<file path="src/rtl/glyph_fetch_pkg.sv">
// Shared VGA text-mode definitions: colours, tile geometry, tile-byte layout
// and the constant-multiplier helper used for tile addressing.
package glyph_fetch_pkg;

    localparam int TILE_SIZE  = 16;
    localparam int VGA_COLS   = 40;
    localparam int VGA_ROWS   = 30;

    localparam logic [7:0] BLACK = 8'b000_000_00;
    localparam logic [7:0] WHITE = 8'b111_111_11;
    localparam logic [7:0] GREEN = 8'b000_111_00;
    localparam logic [7:0] BLUE  = 8'b000_000_11;
    localparam logic [7:0] RED   = 8'b111_000_00;

    // Tile byte: [7] blink, [6:5] colour select, [4:0] glyph index
    localparam int GLYPH_LSB  = 0;
    localparam int GLYPH_MSB  = 4;
    localparam int COLOUR_LSB = 5;
    localparam int COLOUR_MSB = 6;
    localparam int BLINK_POS  = 7;

    typedef enum logic [1:0] {
        SEL_WHITE = 2'd0,
        SEL_GREEN = 2'd1,
        SEL_BLUE  = 2'd2,
        SEL_RED   = 2'd3
    } colourSel_t;

    function automatic logic [7:0] colourOf(input logic [1:0] sel);
        case (colourSel_t'(sel))
            SEL_WHITE: colourOf = WHITE;
            SEL_GREEN: colourOf = GREEN;
            SEL_BLUE:  colourOf = BLUE;
            default:   colourOf = RED;
        endcase
    endfunction

    // row * cols as a sum of shifted copies (cols is a constant, so this
    // collapses to a couple of adders; 40 -> row*32 + row*8)
    function automatic logic [10:0] rowBase(input logic [4:0] row, input int cols);
        logic [10:0] acc;
        acc = '0;
        for (int i = 0; i < 11; i++) begin
            if (cols[i]) acc = acc + (11'(row) << i);
        end
        return acc;
    endfunction

endpackage

</file>
<file path="src/rtl/glyph_fetch_if.sv">
// Tile RAM / glyph ROM read bus. No handshake: the master issues one address
// per clk and the memory returns its data exactly one clk later.
interface glyph_fetch_if;
    logic [10:0] tileAddr;
    logic [7:0]  tileData;
    logic [8:0]  glyphAddr;
    logic [15:0] glyphData;

    modport master (output tileAddr, output glyphAddr, input tileData, input glyphData);
    modport slave  (input tileAddr, input glyphAddr, output tileData, output glyphData);
endinterface

</file>
<file path="src/rtl/glyph_fetch.sv">
// Text-mode glyph fetcher: four-stage pipeline from timing-generator coordinates
// to a registered RRR_GGG_BB pixel, with syncs and bright delayed to match.
module glyph_fetch
    import glyph_fetch_pkg::*;
#(
    parameter int COLS      = VGA_COLS,
    parameter int ROWS      = VGA_ROWS,
    parameter int BLINK_BIT = 5
) (
    input  logic          clk,
    input  logic          rst_n,
    input  logic [9:0]    hCount,
    input  logic [9:0]    vCount,
    input  logic          bright,
    input  logic          hSync,
    input  logic          vSync,
    glyph_fetch_if.master mem,
    output logic [7:0]    rgb,
    output logic          hSyncOut,
    output logic          vSyncOut,
    output logic          brightOut,
    output logic [5:0]    frameCount
);

    localparam logic [10:0] H_END = 11'(COLS * TILE_SIZE);
    localparam logic [10:0] V_END = 11'(ROWS * TILE_SIZE);

    logic [9:0]  h1, v1, h2, v2, h3, v3;
    logic        b1, b2, b3;
    logic [1:0]  colour3;
    logic        blink3;
    logic [3:0]  hsDly, vsDly;
    logic        inRange0;
    logic [10:0] addrNext;
    logic        pixelOn;
    logic        blank;

    // Out-of-range coordinates fetch tile 0; the stage-3 range check blanks them
    always_comb begin
        inRange0 = ({1'b0, hCount} < H_END) && ({1'b0, vCount} < V_END);
        addrNext = '0;
        if (inRange0) addrNext = rowBase(vCount[8:4], COLS) + 11'(hCount[9:4]);
    end

    // Each stage carries its own coordinate copy so the hCount wrap needs no special case
    always_ff @(posedge clk or negedge rst_n) begin
        if (!rst_n) begin
            mem.tileAddr <= '0;
            h1 <= '0; v1 <= '0; b1 <= 1'b0;
            h2 <= '0; v2 <= '0; b2 <= 1'b0;
            h3 <= '0; v3 <= '0; b3 <= 1'b0;
            colour3 <= '0;
            blink3  <= 1'b0;
        end else begin
            mem.tileAddr <= addrNext;
            h1 <= hCount; v1 <= vCount; b1 <= bright;
            h2 <= h1;     v2 <= v1;     b2 <= b1;
            h3 <= h2;     v3 <= v2;     b3 <= b2;
            colour3 <= mem.tileData[COLOUR_MSB:COLOUR_LSB];
            blink3  <= mem.tileData[BLINK_POS];
        end
    end

    assign mem.glyphAddr = {mem.tileData[GLYPH_MSB:GLYPH_LSB], v2[3:0]};

    always_comb begin
        pixelOn = mem.glyphData[~h3[3:0]];
        blank   = !b3
               || ({1'b0, h3} >= H_END)
               || ({1'b0, v3} >= V_END)
               || (blink3 && frameCount[BLINK_BIT]);
    end

    always_ff @(posedge clk or negedge rst_n) begin
        if (!rst_n) begin
            hsDly      <= '1;
            vsDly      <= '1;
            rgb        <= BLACK;
            brightOut  <= 1'b0;
            frameCount <= '0;
        end else begin
            hsDly     <= {hsDly[2:0], hSync};
            vsDly     <= {vsDly[2:0], vSync};
            brightOut <= b3;
            rgb       <= (pixelOn && !blank) ? colourOf(colour3) : BLACK;
            // vsDly[0] is the registered vSync; falling edge when the older copy is still high
            if (vsDly[1] && !vsDly[0]) frameCount <= frameCount + 6'd1;
        end
    end

    assign hSyncOut = hsDly[3];
    assign vSyncOut = vsDly[3];

endmodule

</file>
<file path="src/flat_wrapper.sv">
// flat-port wrapper written by rule: the top's interface ports become plain ports
module glyph_fetch_flat import glyph_fetch_pkg::*;
#(
    parameter int COLS      = VGA_COLS,
    parameter int ROWS      = VGA_ROWS,
    parameter int BLINK_BIT = 5
)
  (clk, rst_n, hCount, vCount, bright, hSync, vSync, rgb, hSyncOut, vSyncOut, brightOut, frameCount, mem_tileAddr, mem_glyphAddr, mem_tileData, mem_glyphData);
  glyph_fetch_if mem_i ();
  input  logic clk;
  input  logic rst_n;
  input  logic [9:0] hCount;
  input  logic [9:0] vCount;
  input  logic bright;
  input  logic hSync;
  input  logic vSync;
  output logic [7:0] rgb;
  output logic hSyncOut;
  output logic vSyncOut;
  output logic brightOut;
  output logic [5:0] frameCount;
  output wire logic [$bits(mem_i.tileAddr)-1:0] mem_tileAddr;
  output wire logic [$bits(mem_i.glyphAddr)-1:0] mem_glyphAddr;
  input wire logic [$bits(mem_i.tileData)-1:0] mem_tileData;
  input wire logic [$bits(mem_i.glyphData)-1:0] mem_glyphData;
  assign mem_tileAddr = mem_i.tileAddr;
  assign mem_glyphAddr = mem_i.glyphAddr;
  assign mem_i.tileData = mem_tileData;
  assign mem_i.glyphData = mem_glyphData;
  glyph_fetch #(.COLS(COLS), .ROWS(ROWS), .BLINK_BIT(BLINK_BIT)) u_core (.clk(clk), .rst_n(rst_n), .hCount(hCount), .vCount(vCount), .bright(bright), .hSync(hSync), .vSync(vSync), .mem(mem_i), .rgb(rgb), .hSyncOut(hSyncOut), .vSyncOut(vSyncOut), .brightOut(brightOut), .frameCount(frameCount));
endmodule
</file>
<file path="config.mk">
export PLATFORM = sky130hd
export DESIGN_NAME = glyph_fetch_flat
export DESIGN_NICKNAME = d
export VERILOG_FILES = /design/src/rtl/glyph_fetch_pkg.sv /design/src/rtl/glyph_fetch_if.sv /design/src/rtl/glyph_fetch.sv /design/src/flat_wrapper.sv
export SDC_FILE = /design/constraint.sdc
export NUM_CORES = 1
export LEC_CHECK = 0
export ABC_AREA = 1
export CORE_MARGIN = 1
export CORE_UTILIZATION = 45
export CTS_BUF_LIST = sky130_fd_sc_hd__clkbuf_8
export CTS_CLUSTER_DIAMETER = 50
export DETAILED_ROUTE_END_ITERATION = 6
export GPL_ROUTABILITY_DRIVEN = 0
export HOLD_SLACK_MARGIN = 0.06
export PLACE_DENSITY_LB_ADDON = 0.1
export SLEW_MARGIN = 30
export SYNTH_ARGS = -nofsm -noshare
export SYNTH_HDL_FRONTEND = slang
export SYNTH_SLANG_ARGS = --single-unit
</file>
<file path="constraint.sdc">
create_clock -name clk -period 4.6 [get_ports clk]
set_clock_uncertainty 0.2 [all_clocks]
set_input_delay 0.46 -clock clk [delete_from_list [all_inputs] [get_ports clk]]
set_output_delay 0.46 -clock clk [all_outputs]
set_load 0.05 [all_outputs]
</file>
Yosys cells after proc, flatten, opt, wreduce, memory -nomap -nowiden. Cells that the tools add are included.

Add/subtract/negate cells: 3. Multiply operators: 0. Div/mod/pow operators: 0. Order comparisons: 5. Equality and inequality tests: 2. Shifts and indexed selects: 0. Multiplexer cells: 7. Bitwise operators: 1. Reductions and logical operators: 11.

Operator list (number): two-way mux 11 bit (3); one-hot mux 8 bit (3 select lines) (1); adder 11 x 10 -> 11 bit (1); adder 11 x 6 -> 11 bit (1); greater-or-equal comparator 10 bit (second input constant) (1); greater-or-equal comparator 10 x 9 -> 1 bit (second input constant) (1); < comparator 10 bit (second input constant) (1); < comparator 10 x 9 -> 1 bit (second input constant) (1); two-way mux 8 bit (1); adder 6 x 1 -> 6 bit (second input constant) (1); < comparator 4 x 5 -> 1 bit (second input constant) (1); binary-select mux 1 bit (select 4 bit) (1); logical AND 1 bit (4); NOT 4 bit (1); zero test 1 bit (3); logical OR 1 bit (3); == test 2 x 1 -> 1 bit (second input constant) (1); == test 2 bit (second input constant) (1); zero test 2 bit (1); two-way mux 1 bit (1).

Bits in registers: 100. Latch bits: 0. Bits in writable memories: 0. ROM bits: 0. Input port bits: 49. Output and inout bits: 37. Logic and storage cells: 46. Memories kept: 0.

Longest topological paths before layout. Gate-level depths: netlist of the first run.

Word-level depth: 7. Gate-level depth with buffers: 10. Mapped depth without buffers: 10.

Worst setup path after synthesis of the first run. No wires, ideal clock.

Path kind: input -> register. Start point: in vCount[4]. End point: reg u_core.mem.tileAddr[9]. Library setup time: 0.119 ns. Data arrival time: 1.625 ns. Required time: 4.281 ns. Path slack: 2.656 ns. Stages on the path: 8. Path buffers: 0. Path through: ha_1 > fa_1 > xor2_1 > nand2_1 > a21oi_2 > nand3_1 > nand2_1 > nor2_1.

Longest elaborated chain between the ends: 5. Elaborated cells on any way between the ends: 7. Those cells by class: add/sub (2); order compare (1); mux (3); reduce/logical (1).

Ends and longest elaborated chain: from (decl) (RTL line flat_wrapper.sv:13) `input logic [9:0] vCount;`; two-way mux 11 bit (RTL line glyph_fetch.sv:42) `if (inRange0) addrNext = rowBase(vCount[8:4], COLS) + 11'(hCount[9:4]);`; adder 11 x 10 -> 11 bit (RTL line glyph_fetch_pkg.sv:44) `if (cols[i]) acc = acc + (11'(row) << i);`; two-way mux 11 bit (RTL line glyph_fetch.sv:42); adder 11 x 6 -> 11 bit (RTL line glyph_fetch.sv:42); two-way mux 11 bit * (RTL line glyph_fetch.sv:42); net u_core.addrNext[9] (RTL line glyph_fetch.sv:34) `logic [10:0] addrNext;`; to (signal assigned) (RTL line glyph_fetch.sv:55) `mem.tileAddr <= addrNext;`; to (decl) (RTL line glyph_fetch_if.sv:9) `modport master (output tileAddr, output glyphAddr, input tileData, input glyphData);`.

The timed path passes the listed nets; every way through them passes the cells marked *. The select of a mux whose other input is x is not followed. A chain may end at the register's enable or synchronous reset.

Final worst setup path of the first run.
Start point: reg u_core.hsDly[3]. End point: out hSyncOut.

RTL lines: from (decl) (RTL line glyph_fetch.sv:32) `logic [3:0] hsDly, vsDly;`; from (signal assigned) (RTL line glyph_fetch.sv:82) `hsDly <= {hsDly[2:0], hSync};`; to (decl) (RTL line flat_wrapper.sv:18) `output logic hSyncOut;`.

No word-level cell between the ends.

==> results of run 1 <==
==> synthesized netlist by cell type <==
cell type	instances
dfrtp_1	71
nand2_1	41
inv_1	33
nand3_1	18
nor2_1	18
buf_4	15
ha_1	11
dfstp_2	8
a21oi_1	6
nand4_1	4
xnor2_1	4
nor3_1	3
xor2_1	3
fa_1	2
nand2_2	2
nor2_2	2
a21oi_2	1
inv_2	1
inv_4	1
mux2_2	1
o21a_1	1
o21ai_1	1
o21bai_1	1
or2_0	1
==> power by group <==
part	total [mW]	switching (mW)	internal [mW]
Clock	0.500	0.237	0.264
Combinational	0.353	0.216	0.136
Sequential	0.793	0.0386	0.754
==> state kept, by name, indices dropped and copies added, names as in the netlist, 2 cells and up <==
register / count
u_core.v1: 9
u_core.mem.tileAddr: 11
u_core.v3: 5
u_core.hsDly: 4
u_core.h1: 7
u_core.vsDly: 4
u_core.colour3: 2
u_core.frameCount: 6
u_core.h3: 7
u_core.rgb: 3
u_core.h2: 7
u_core.v2: 9
==> stage by stage <==
step | hold WS, ns | utilization (%)
global placement | 0.132 | 57.9
CTS | 0.101 | 61.1
detailed placement | 0.135 | 57.9
global route | 0.151 | 61.3
finish | 0.148 | 61.3
floorplan | -0.0356 | -
==> worst max-delay path by stage <==
| stage | slack (ns) | endpoint | startpoint | depth (start not counted) |
|---|---|---|---|---|
| final | 2.27 | hSyncOut | u_core.hsDly[3] | 1 |
| after global routing | 2.19 | u_core.mem.tileAddr[10] | vCount[6] | 9 |
| after CTS | 2.24 | hSyncOut | u_core.hsDly[3] | 1 |
| after detailed placement | 2.03 | u_core.mem.tileAddr[9] | vCount[6] | 9 |
| after global placement | 2.08 | u_core.mem.tileAddr[9] | vCount[6] | 9 |
| after floorplan | 2.66 | u_core.mem.tileAddr[9] | vCount[4] | 8 |
==> layout make-up <==
type / instances / area, um^2
well taps: 77 / 96.3
clock inverters: 6 / 61.3
multi-input cells: 120 / 692
fillers: 543 / 2440
clock buffers: 10 / 138
inverters: 35 / 134
repair buffers: 76 / 762
flip-flops and latches: 79 / 1990
==> per-layer routing <==
layer | up-vias | GRT usage (%) | part of all wire (%)
li1 | 899 | - | -
met1 | 872 | 17.9 | 43
met2 | 63 | 24.7 | 47
met3 | 9 | 5.16 | 8.3
met4 | 0 | 10.2 | 2.0
met5 | - | 0 | 0
==> kinds of logic (layout without fill, tap and decap cells) <==
| logic type | count (synthesis) | in the layout | synth area share (%) |
|---|---|---|---|
| buffers and inverters | 50 | 127 | 8.43 |
| XOR/XNOR | 7 | 7 | 2.10 |
| adder cells (fa/ha/maj) | 13 | 13 | 6.07 |
| AO/OA/AOI/OAI | 10 | 10 | 2.01 |
| flip-flops | 79 | 79 | 67.9 |
| multiplexers | 1 | 1 | 0.385 |
| AND/OR/NAND/NOR | 89 | 89 | 13.1 |
==> results by group, run 1 <==
Clocking
  – Skew-Pair Late Insertion Delay: 0.33 ns
  – Cts bufs inserted: 9
  – Clock slew at reported path FFs: around 0.08 ns
  – Max H-tree Level: 3
  – CTS tree: yes
  – Post-CTS Setup Inserts: 0
  – Post-CTS Resized: 0
  – Sink Count: just under 80
  – Clock Path Buffers: 2
  – Root Driver: clkbuf_8
  – Hold Buf Count CTS: 0

Yosys
  – Mapped Cells: about 250
  – Share of the synthesized area in the top cell type: approximately 61%
  – Post-Syn Area: 2930 um^2
  – Synth unique cells: 24
  – Mean post-synth cell area: around 12 um^2
  – Top cells by area, synth: dfrtp_1 61%, dfstp_2 7.2%, nand2_1 5.3%
  – YS warnings: 0
  – Seq/Total Area, Yosys: between 60% and 70%
  – Area leader, netlist: dfrtp_1
  – Seq cells post-synth: just under 80
  – Syn Nets: between 300 and 400

Critical path
  – Worst Path Arrival: around 1.7 ns
  – R2R Path End: u_core.frameCount[5]
  – Nature of the critical path startpoint: flip-flop
  – R2r setup slk: slightly above 3 ns
  – Crit path max-delay family: buffers and inverters
  – R2r startpoint: u_core.vsDly[1]
  – CP max stage cell: clkdlybuf4s50_1
  – CP Capture Type: primary output
  – Critical Path Max Stage Delay: around 0.8 ns
  – WS Path Type: flip-flop to primary output
  – Critical path, cell by cell: clkdlybuf4s50_1
  – Buf+Inv Stages, Crit Path: 1
  – CP Max Fanout: 1
  – Data required, critical path: between 3 and 4 ns
  – R2r worst-path depth: 6

Detailed routing
  – Avg WL per Cell: roughly 12 um
  – Via Count: about 1800
  – Remaining DRCs: 0
  – Vias/cell: around 4.6
  – Initial DRC count: around 120
  – Final WL: 4710 um
  – ANT nets after route: 0
  – Pre-Repair DR Iteration Count: 4

Placement
  – Placed cells: ~390
  – Setup WS pre-CTS: 2.03 ns
  – IO Port Bufs: 75
  – Post-DP HPWL: between 3000 and 4000 um
  – DP Area: between 3000 and 4000 um^2

STA
  – PnR worst setup slack: 2.27 ns
  – Final Hold Vio Count: 0
  – # setup viols final: 0
  – Max-slew violation count: 0
  – Minimum clock period: 2.33 ns
  – Rel. slew slack: a little over half
  – RSZ-0062 raised after global routing: false
  – Fin crit share: between 50% and 60%
  – Fmax: around 0.43 GHz
  – Slew @ Worst Pin: between 0.6 and 0.7 ns
  – Setup TNS: 0 ns

Final layout
  – Most frequent cells in the layout: 74 x clkdlybuf4s50_1, 71 x dfrtp_1, 41 x nand2_1
  – Most common cell after layout, fill and taps aside: clkdlybuf4s50_1
  – Fin nets: 383
  – Design Area, Final: about 3900 um^2
  – Ant diodes: 0
  – Non-filler cells, final: approximately 400
  – Layout cell share with drive strength beyond 1: a little under a tenth
  – Area growth from synthesis to layout: 32.3%

Pwr
  – Design Power: 1.65 mW
  – VDD IR max: approximately 0.33 mV
  – Leakage power total: approximately 1.8 nW
  – Power per cell area: around 430 nW/um^2

Hold path
  – Worst Hold End: u_core.v2[9]
  – Hold Path Class: flip-flop to flip-flop
  – WHS Path Cells: 0
  – Hold Path Origin: u_core.v1[9]

Global routing
  – Global router's overall resource usage: approximately 16%
  – Global-route wire length before repair: 7450 um
  – Initial antenna violation count: 0
  – Largest net degree at the start of global routing: 80
  – Remaining global-route overflow: 0
  – Vias in the first global route: about 1700

Run
  – Max-cap violations: 0

Floorplan
  – Chip width: between 80 and 90 um
  – # rows: 29
  – I/O pin cnt: 86
  – Die H: a little over 80 um
  – Total core area: between 6000 and 7000 um^2
  – Die area: around 6800 um^2
  – Initial Utilization: approximately 46%

Run status
  – Status: finished clean
No activity file was read; power rests on OpenSTA's default activity.
==> inputs of run 2 (changes only) <==
--- a/config.mk
+++ b/config.mk
@@ -7,7 +7,7 @@
 export LEC_CHECK = 0
 export ABC_AREA = 1
 export CORE_MARGIN = 1
-export CORE_UTILIZATION = 45
+export CORE_UTILIZATION = 43
 export CTS_BUF_LIST = sky130_fd_sc_hd__clkbuf_8
 export CTS_CLUSTER_DIAMETER = 50
 export DETAILED_ROUTE_END_ITERATION = 6
==> constraint.sdc (replaced) <==
create_clock -name clk -period 1.92 [get_ports clk]
set_clock_uncertainty 0.2 [all_clocks]
set_input_delay 0.192 -clock clk [delete_from_list [all_inputs] [get_ports clk]]
set_output_delay 0.192 -clock clk [all_outputs]
set_load 0.05 [all_outputs]
==> run 2 against run 1 <==
Effect of this change: the flow now finishes with violations (design-rule violations); critical path type unchanged; global-route usage down 0.15 points; register-to-register slack worse by 2.7 ns; cell count up 4.5%; power rose to 2.5 times the previous value.
==> results by group, run 2 (synthesized netlist as in run 1, its figures left out) <==
Critical path
  – CP Capture Type: primary output (unchanged)
  – Buf+Inv Stages, Crit Path: 1 (unchanged)
  – Critical Path Max Stage Delay: 0.80 ns (was 0.81 ns)
  – WS Path Type: flip-flop to primary output (unchanged)
  – Worst Path Arrival: 1.49 ns (was 1.67 ns)
  – Crit path max-delay family: buffers and inverters (unchanged)
  – CP Max Fanout: 3 (was 1)
  – Nature of the critical path startpoint: flip-flop (unchanged)
  – Data required, critical path: 1.53 ns (was 3.94 ns)
  – Critical path, cell by cell: clkdlybuf4s50_1 (unchanged)
  – CP max stage cell: clkdlybuf4s50_1 (unchanged)

Final layout
  – Final Core Density: 62.7% (was 61.3%)
  – Area growth from synthesis to layout: 38.4% (was 32.3%)
  – Register name with the most flops: u_core.mem.tileAddr (unchanged)
  – Most frequent cells in the layout: 71 x dfrtp_1, 54 x clkdlybuf4s50_1, 41 x nand2_1 (was 74 x clkdlybuf4s50_1, 71 x dfrtp_1, 41 x nand2_1)
  – Fin nets: 401 (was 383)
  – Layout cell share with drive strength beyond 1: 16.9% (was 9.51%)
  – Most common cell after layout, fill and taps aside: dfrtp_1 (was clkdlybuf4s50_1)
  – Ant diodes: 0 (unchanged)
  – Biggest registers after layout: u_core.mem.tileAddr: 11 flops, u_core.v1: 9 flops, u_core.v2: 9 flops (unchanged)
  – Largest register FFs: 11 (unchanged)

Floorplan
  – I/O pin cnt: 86 (unchanged)
  – Total core area: 6460 um^2 (was 6310 um^2)
  – Chip width: 84.5 um (was 82.6 um)
  – Die H: 84.5 um (was 82.6 um)
  – Die area: 7140 um^2 (was 6830 um^2)
  – Initial Utilization: 45.3% (was 46.3%)
  – # rows: 29 (unchanged)

Detailed routing
  – Initial DRC count: 85 (was 117)
  – Remaining DRCs: 9 (was 0)
  – Via Count: 1836 (was 1843)
  – Vias/cell: 4.36 (was 4.57)
  – Avg WL per Cell: 11.4 um (was 11.7 um)
  – ANT nets after route: 0 (unchanged)
  – Final WL: 4810 um (was 4710 um)
  – Pre-Repair DR Iteration Count: 7 (was 4)

Global routing
  – Initial antenna violation count: 0 (unchanged)
  – Largest net degree at the start of global routing: 36 (was 80)
  – Vias in the first global route: 1862 (was 1737)
  – Global router's overall resource usage: 15.4% (was 15.5%)
  – Remaining global-route overflow: 0 (unchanged)
  – Global-route wire length before repair: 8160 um (was 7450 um)

STA
  – Max-slew violation count: 0 (unchanged)
  – Minimum clock period: approximately 1.9 ns
  – Slew @ Worst Pin: 0.515 ns (was 0.680 ns)
  – Hold slack: 0.0831 ns (was 0.148 ns)
  – Final Hold Vio Count: 0 (unchanged)
  – RSZ-0062 raised after global routing: true (was false)
  – Rel. slew slack: 65.5% (was 54.7%)
  – Fin crit share: a little over nine tenths
  – Fmax: between 0.5 and 0.6 GHz
  – # setup viols final: 0 (unchanged)

Pwr
  – Power Internal: 2.99 mW (was 1.15 mW)
  – Sequential share of power: 45.8% (was 48.2%)
  – Sw power: 1.15 mW (was 492 uW)
  – VDD IR max: 1.10 mV (was 0.325 mV)
  – Sw Ratio: 27.7% (was 29.9%)
  – Clk pwr share: 33.3% (was 30.4%)
  – Leakage power total: 2.09 nW (was 1.84 nW)
  – Power per cell area: 1020 nW/um^2 (was 425 nW/um^2)
  – Comb power frac: 20.8% (was 21.4%)

Clocking
  – Skew-Pair Late Insertion Delay: 0.33 ns (about the same)
  – Clock Path Buffers: 2 (unchanged)
  – Clock slew at reported path FFs: 0.07 ns (was 0.08 ns)
  – Sink Count: 79 (unchanged)
  – Max H-tree Level: 3 (unchanged)
  – Root Driver: clkbuf_8 (unchanged)
  – CTS tree: yes (unchanged)
  – Cts bufs inserted: 9 (unchanged)

Run status
  – Failing checks: design-rule violations
  – Status: finished with violations (was finished clean)

Run
  – Max-cap violations: 0 (unchanged)

Placement
  – Post-DP HPWL: 3480 um (was 3270 um)
  – IO Port Bufs: 75 (unchanged)

Hold path
  – Hold Path Class: input pin to flip-flop (was flip-flop to flip-flop)
run 2: timing repair:
item / 4_1_cts / 5_1_grt
endpoints found under the hold margin: 78 / 0
hold buffers: 3 / 0
setup buffers: 2 / 0
endpoints found under the setup margin: 4 / 12
pin swaps: 0 / 2
resized for setup: 3 / 9
run 2: layout make-up:
cell class | count | area (um^2)
well taps | 77 | 96.3
multi-input cells | 120 | 702
flip-flops and latches | 79 | 1990
inverters | 35 | 134
clock inverters | 7 | 106
clock buffers | 9 | 124
repair buffers | 94 | 900
fillers | 537 | 2410
run 2: power groups by stage:
stage / clock, mW / sequential [mW] / combinational (mW)
after detailed placement: 0 / 1.93 / 0.852
after floorplan: 0 / 2.19 / 0.275
after global placement: 0 / 1.93 / 0.847
after CTS: 1.43 / 1.90 / 0.869
final: 1.38 / 1.90 / 0.864
after global routing: 1.50 / 1.92 / 0.936
run 2: final timing paths:
check / startpoint / slack [ns] / end / depth (start not counted)
worst min-delay path: hSync / 0.08 / u_core.hsDly[0] / 1
worst min register to register: u_core.v2[9] / 0.14 / u_core.v3[9] / 0
max in group asynchronous: rst_n / 0.78 / u_core.hsDly[3] / 3
worst max-delay path: u_core.rgb[4] / 0.04 / rgb[4] / 1
min in group asynchronous: rst_n / 0.13 / u_core.frameCount[2] / 2
worst max register to register: u_core.vsDly[1] / 0.35 / u_core.frameCount[5] / 6
run 2: through the flow:
step	area, um^2	TNS [ns]	setup WS (ns)	power (mW)	std cells
6_report	4050	0	0.0372	4.14	421
5_1_grt	4050	-0.0553	-0.0260	4.35	421
4_1_cts	4020	0	0.00580	4.20	421
3_5_place_dp	3750	-1.67	-0.398	2.78	400
3_3_place_gp	3750	-1.46	-0.346	2.77	400
2_1_floorplan	2930	0	0.244	2.46	249
run 2: routing by layer:
| layer | part of all wire (%) | global-route usage [%] |
|---|---|---|
| met1 | 43 | 17.2 |
| met4 | 3.0 | 11.9 |
| met2 | 46 | 24.2 |
| met3 | 7.8 | 5.21 |
| met5 | 0 | 0 |
==> inputs of run 3 (changes only) <==
--- a/config.mk
+++ b/config.mk
@@ -6,13 +6,12 @@
 export NUM_CORES = 1
 export LEC_CHECK = 0
 export ABC_AREA = 1
-export CORE_MARGIN = 1
+export CORE_MARGIN = 2
 export CORE_UTILIZATION = 43
 export CTS_BUF_LIST = sky130_fd_sc_hd__clkbuf_8
 export CTS_CLUSTER_DIAMETER = 50
 export DETAILED_ROUTE_END_ITERATION = 6
 export GPL_ROUTABILITY_DRIVEN = 0
-export HOLD_SLACK_MARGIN = 0.06
 export PLACE_DENSITY_LB_ADDON = 0.1
 export SLEW_MARGIN = 30
 export SYNTH_ARGS = -nofsm -noshare
==> run 3 against run 2 <==
Effect of this change: the flow now finishes without violations; count of clock-buffer cells in the layout did not move; cell count did not move; sequential share of layout area rose by 0.32 points; sequential cell count did not move; register-to-register slack got worse by 0.02 ns; sequential power barely moved; maximum frequency rose by 1.0%; hold slack got worse by 0.033 ns; clock power fell by 12%; power fell by 4.2%; non-clock buffer count fell by 3.
==> results by group, run 3 (synthesized netlist as in run 1, its figures left out) <==
Final layout
  – Most frequent cells in the layout: 71 x dfrtp_1, 57 x clkdlybuf4s50_1, 41 x nand2_1 (was 71 x dfrtp_1, 54 x clkdlybuf4s50_1, 41 x nand2_1)
  – Ant diodes: 0 (unchanged)
  – Design Area, Final: 4020 um^2 (was 4050 um^2)
  – Most common cell after layout, fill and taps aside: dfrtp_1 (unchanged)
  – Biggest registers after layout: u_core.mem.tileAddr: 11 flops, u_core.v1: 9 flops, u_core.v2: 9 flops (unchanged)
  – Largest register FFs: 11 (unchanged)
  – Fin nets: 398 (was 401)
  – Register name with the most flops: u_core.mem.tileAddr (unchanged)
  – Final Core Density: 60.2% (was 62.7%)
  – Area growth from synthesis to layout: 37.5% (was 38.4%)
  – # fillers: 568 (was 537)
  – Layout cell share with drive strength beyond 1: 18.2% (was 16.9%)
  – Non-filler cells, final: 421 (unchanged)

Global routing
  – Vias in the first global route: 1785 (was 1862)
  – Initial antenna violation count: 0 (unchanged)
  – Remaining global-route overflow: 0 (unchanged)
  – Global-route wire length before repair: 7760 um (was 8160 um)
  – Largest net degree at the start of global routing: 36 (unchanged)
  – Global router's overall resource usage: 13.6% (was 15.4%)

STA
  – Fmax: 0.536 GHz (was 0.531 GHz)
  – Setup TNS: 0 ns (unchanged)
  – Minimum clock period: 1.86 ns (was 1.88 ns)
  – Hold slack: 0.0500 ns (was 0.0831 ns)
  – Slew @ Worst Pin: 0.520 ns (was 0.515 ns)
  – Max-slew violation count: 0 (unchanged)
  – RSZ-0062 raised after global routing: false (was true)
  – Final Hold Vio Count: 0 (unchanged)
  – Fin crit share: 97.1% (was 98.1%)
  – Rel. slew slack: 65.2% (was 65.5%)
  – # setup viols final: 0 (unchanged)
  – PnR worst setup slack: 0.0558 ns (was 0.0372 ns)

Critical path
  – Critical path launch point: u_core.mem.tileAddr[9] (was u_core.rgb[4])
  – Data required, critical path: 1.53 ns (about the same)
  – Critical Path Max Stage Delay: 0.80 ns (about the same)
  – R2r startpoint: u_core.vsDly[1] (unchanged)
  – CP Max Fanout: 1 (was 3)
  – WS Path Type: flip-flop to primary output (unchanged)
  – Crit path max-delay family: buffers and inverters (unchanged)
  – CP Capture Type: primary output (unchanged)
  – Critical path, cell by cell: clkdlybuf4s50_1 (unchanged)
  – R2r worst-path depth: 6 (unchanged)
  – Nature of the critical path startpoint: flip-flop (unchanged)
  – Worst Path Arrival: 1.47 ns (was 1.49 ns)
  – CP max stage cell: clkdlybuf4s50_1 (unchanged)
  – Buf+Inv Stages, Crit Path: 1 (unchanged)
  – R2r setup slk: 0.33 ns (was 0.35 ns)
  – R2R Path End: u_core.frameCount[5] (unchanged)

Detailed routing
  – Pre-Repair DR Iteration Count: 4 (was 7)
  – Vias/cell: 4.41 (was 4.36)
  – Avg WL per Cell: 11.1 um (was 11.4 um)
  – Remaining DRCs: 0 (was 9)
  – ANT nets after route: 0 (unchanged)
  – Final WL: 4670 um (was 4810 um)
  – Via Count: 1857 (was 1836)
  – Initial DRC count: 58 (was 85)

Hold path
  – WHS Path Cells: 1 (unchanged)
  – Hold Path Origin: hSync (unchanged)
  – Hold Path Class: input pin to flip-flop (unchanged)
  – Worst Hold End: u_core.hsDly[0] (unchanged)

Clocking
  – Clock Path Buffers: 2 (unchanged)
  – Cts bufs inserted: 9 (unchanged)
  – Clock slew at reported path FFs: 0.09 ns (was 0.07 ns)
  – Max H-tree Level: 3 (unchanged)
  – Root Driver: clkbuf_8 (unchanged)
  – CTS tree: yes (unchanged)
  – Sink Count: 79 (unchanged)
  – Skew-Pair Late Insertion Delay: 0.34 ns (was 0.33 ns)

Floorplan
  – Die H: 86.5 um (was 84.5 um)
  – # rows: 30 (was 29)
  – Total core area: 6680 um^2 (was 6460 um^2)
  – Initial Utilization: 43.8% (was 45.3%)
  – I/O pin cnt: 86 (unchanged)
  – Chip width: 86.5 um (was 84.5 um)
  – Die area: 7480 um^2 (was 7140 um^2)

Placement
  – IO Port Bufs: 75 (unchanged)
  – DP Area: 3760 um^2 (was 3750 um^2)
  – Setup WS pre-CTS: -0.347 ns (was -0.398 ns)
  – Placed cells: 403 (was 400)
  – Post-DP HPWL: 3490 um (was 3480 um)

Pwr
  – Power per cell area: 986 nW/um^2 (was 1020 nW/um^2)
  – Comb power frac: 21.8% (was 20.8%)
  – Design Power: 3.97 mW (was 4.14 mW)
  – Sw power: 1.21 mW (was 1.15 mW)
  – Sequential share of power: 47.8% (was 45.8%)
  – Leakage power total: 2.03 nW (was 2.09 nW)
  – Power Internal: 2.75 mW (was 2.99 mW)
  – VDD IR max: 0.838 mV (was 1.10 mV)
  – Sw Ratio: 30.6% (was 27.7%)
  – Clk pwr share: 30.4% (was 33.3%)

Run
  – Max-cap violations: 0 (unchanged)

Run status
  – Status: finished clean (was finished with violations)
-- run 3: cell types whose count changed in the layout (fill, tap and decap cells not counted), moves of 2 or more --
cell / before / now
dlygate4sd3_1: 3 / 1
ha_1: 11 / 9
buf_4: 26 / 22
inv_1: 36 / 32
clkinvlp_4: 0 / 2
clkdlybuf4s50_1: 54 / 57
bufinv_16: 3 / 1
inv_6: 0 / 2
clkinv_4: 0 / 2
-- run 3: final cells by class --
class                           instances  area, um^2  area share (%)
Multi-Input combinational cell        120         722            17.9
Tap cell                               80         100            2.49
Sequential cell                        79        1990            49.4
Clock inverter                          7        80.1            1.99
Timing Repair Buffer                   91         876            21.8
Clock buffer                            9         124            3.08
Inverter                               35         134            3.33
-- run 3: power by group through the flow --
stage | Combinational, mW | Clock [mW] | Sequential [mW]
3_3_place_gp | 0.853 | 0 | 1.92
4_1_cts | 0.859 | 1.25 | 1.90
3_5_place_dp | 0.864 | 0 | 1.93
6_report | 0.863 | 1.21 | 1.90
2_1_floorplan | 0.275 | 0 | 2.19
5_1_grt | 0.936 | 1.34 | 1.92
-- run 3: repair_timing --
| item | 4_1_cts | 5_1_grt |
|---|---|---|
| hold endpoints to repair | 68 | 0 |
| hold buffers | 1 | 0 |
| gates resized for setup | 4 | 13 |
| endpoints found under the setup margin | 5 | 9 |
| pin swaps | 0 | 2 |
| buffers inserted | 0 | 1 |
-- run 3: worst max path at each step --
stage                              end  depth (start not counted)
3_3_place_gp    u_core.mem.tileAddr[9]                          9
3_5_place_dp    u_core.mem.tileAddr[9]                          9
4_1_cts                         rgb[6]                          1
5_1_grt        u_core.mem.tileAddr[10]                          8
2_1_floorplan   u_core.mem.tileAddr[9]                          8
6_report               mem_tileAddr[9]                          1
-- run 3: metal layers --
layer / track usage [%] / vias up / wire length [um]
li1: - / 931 / -
met1: 16.3 / 868 / 2010
met2: 22.3 / 54 / 2300
met3: 5.24 / 4 / 303
met4: 5.26 / 0 / 48
met5: 0 / - / 0
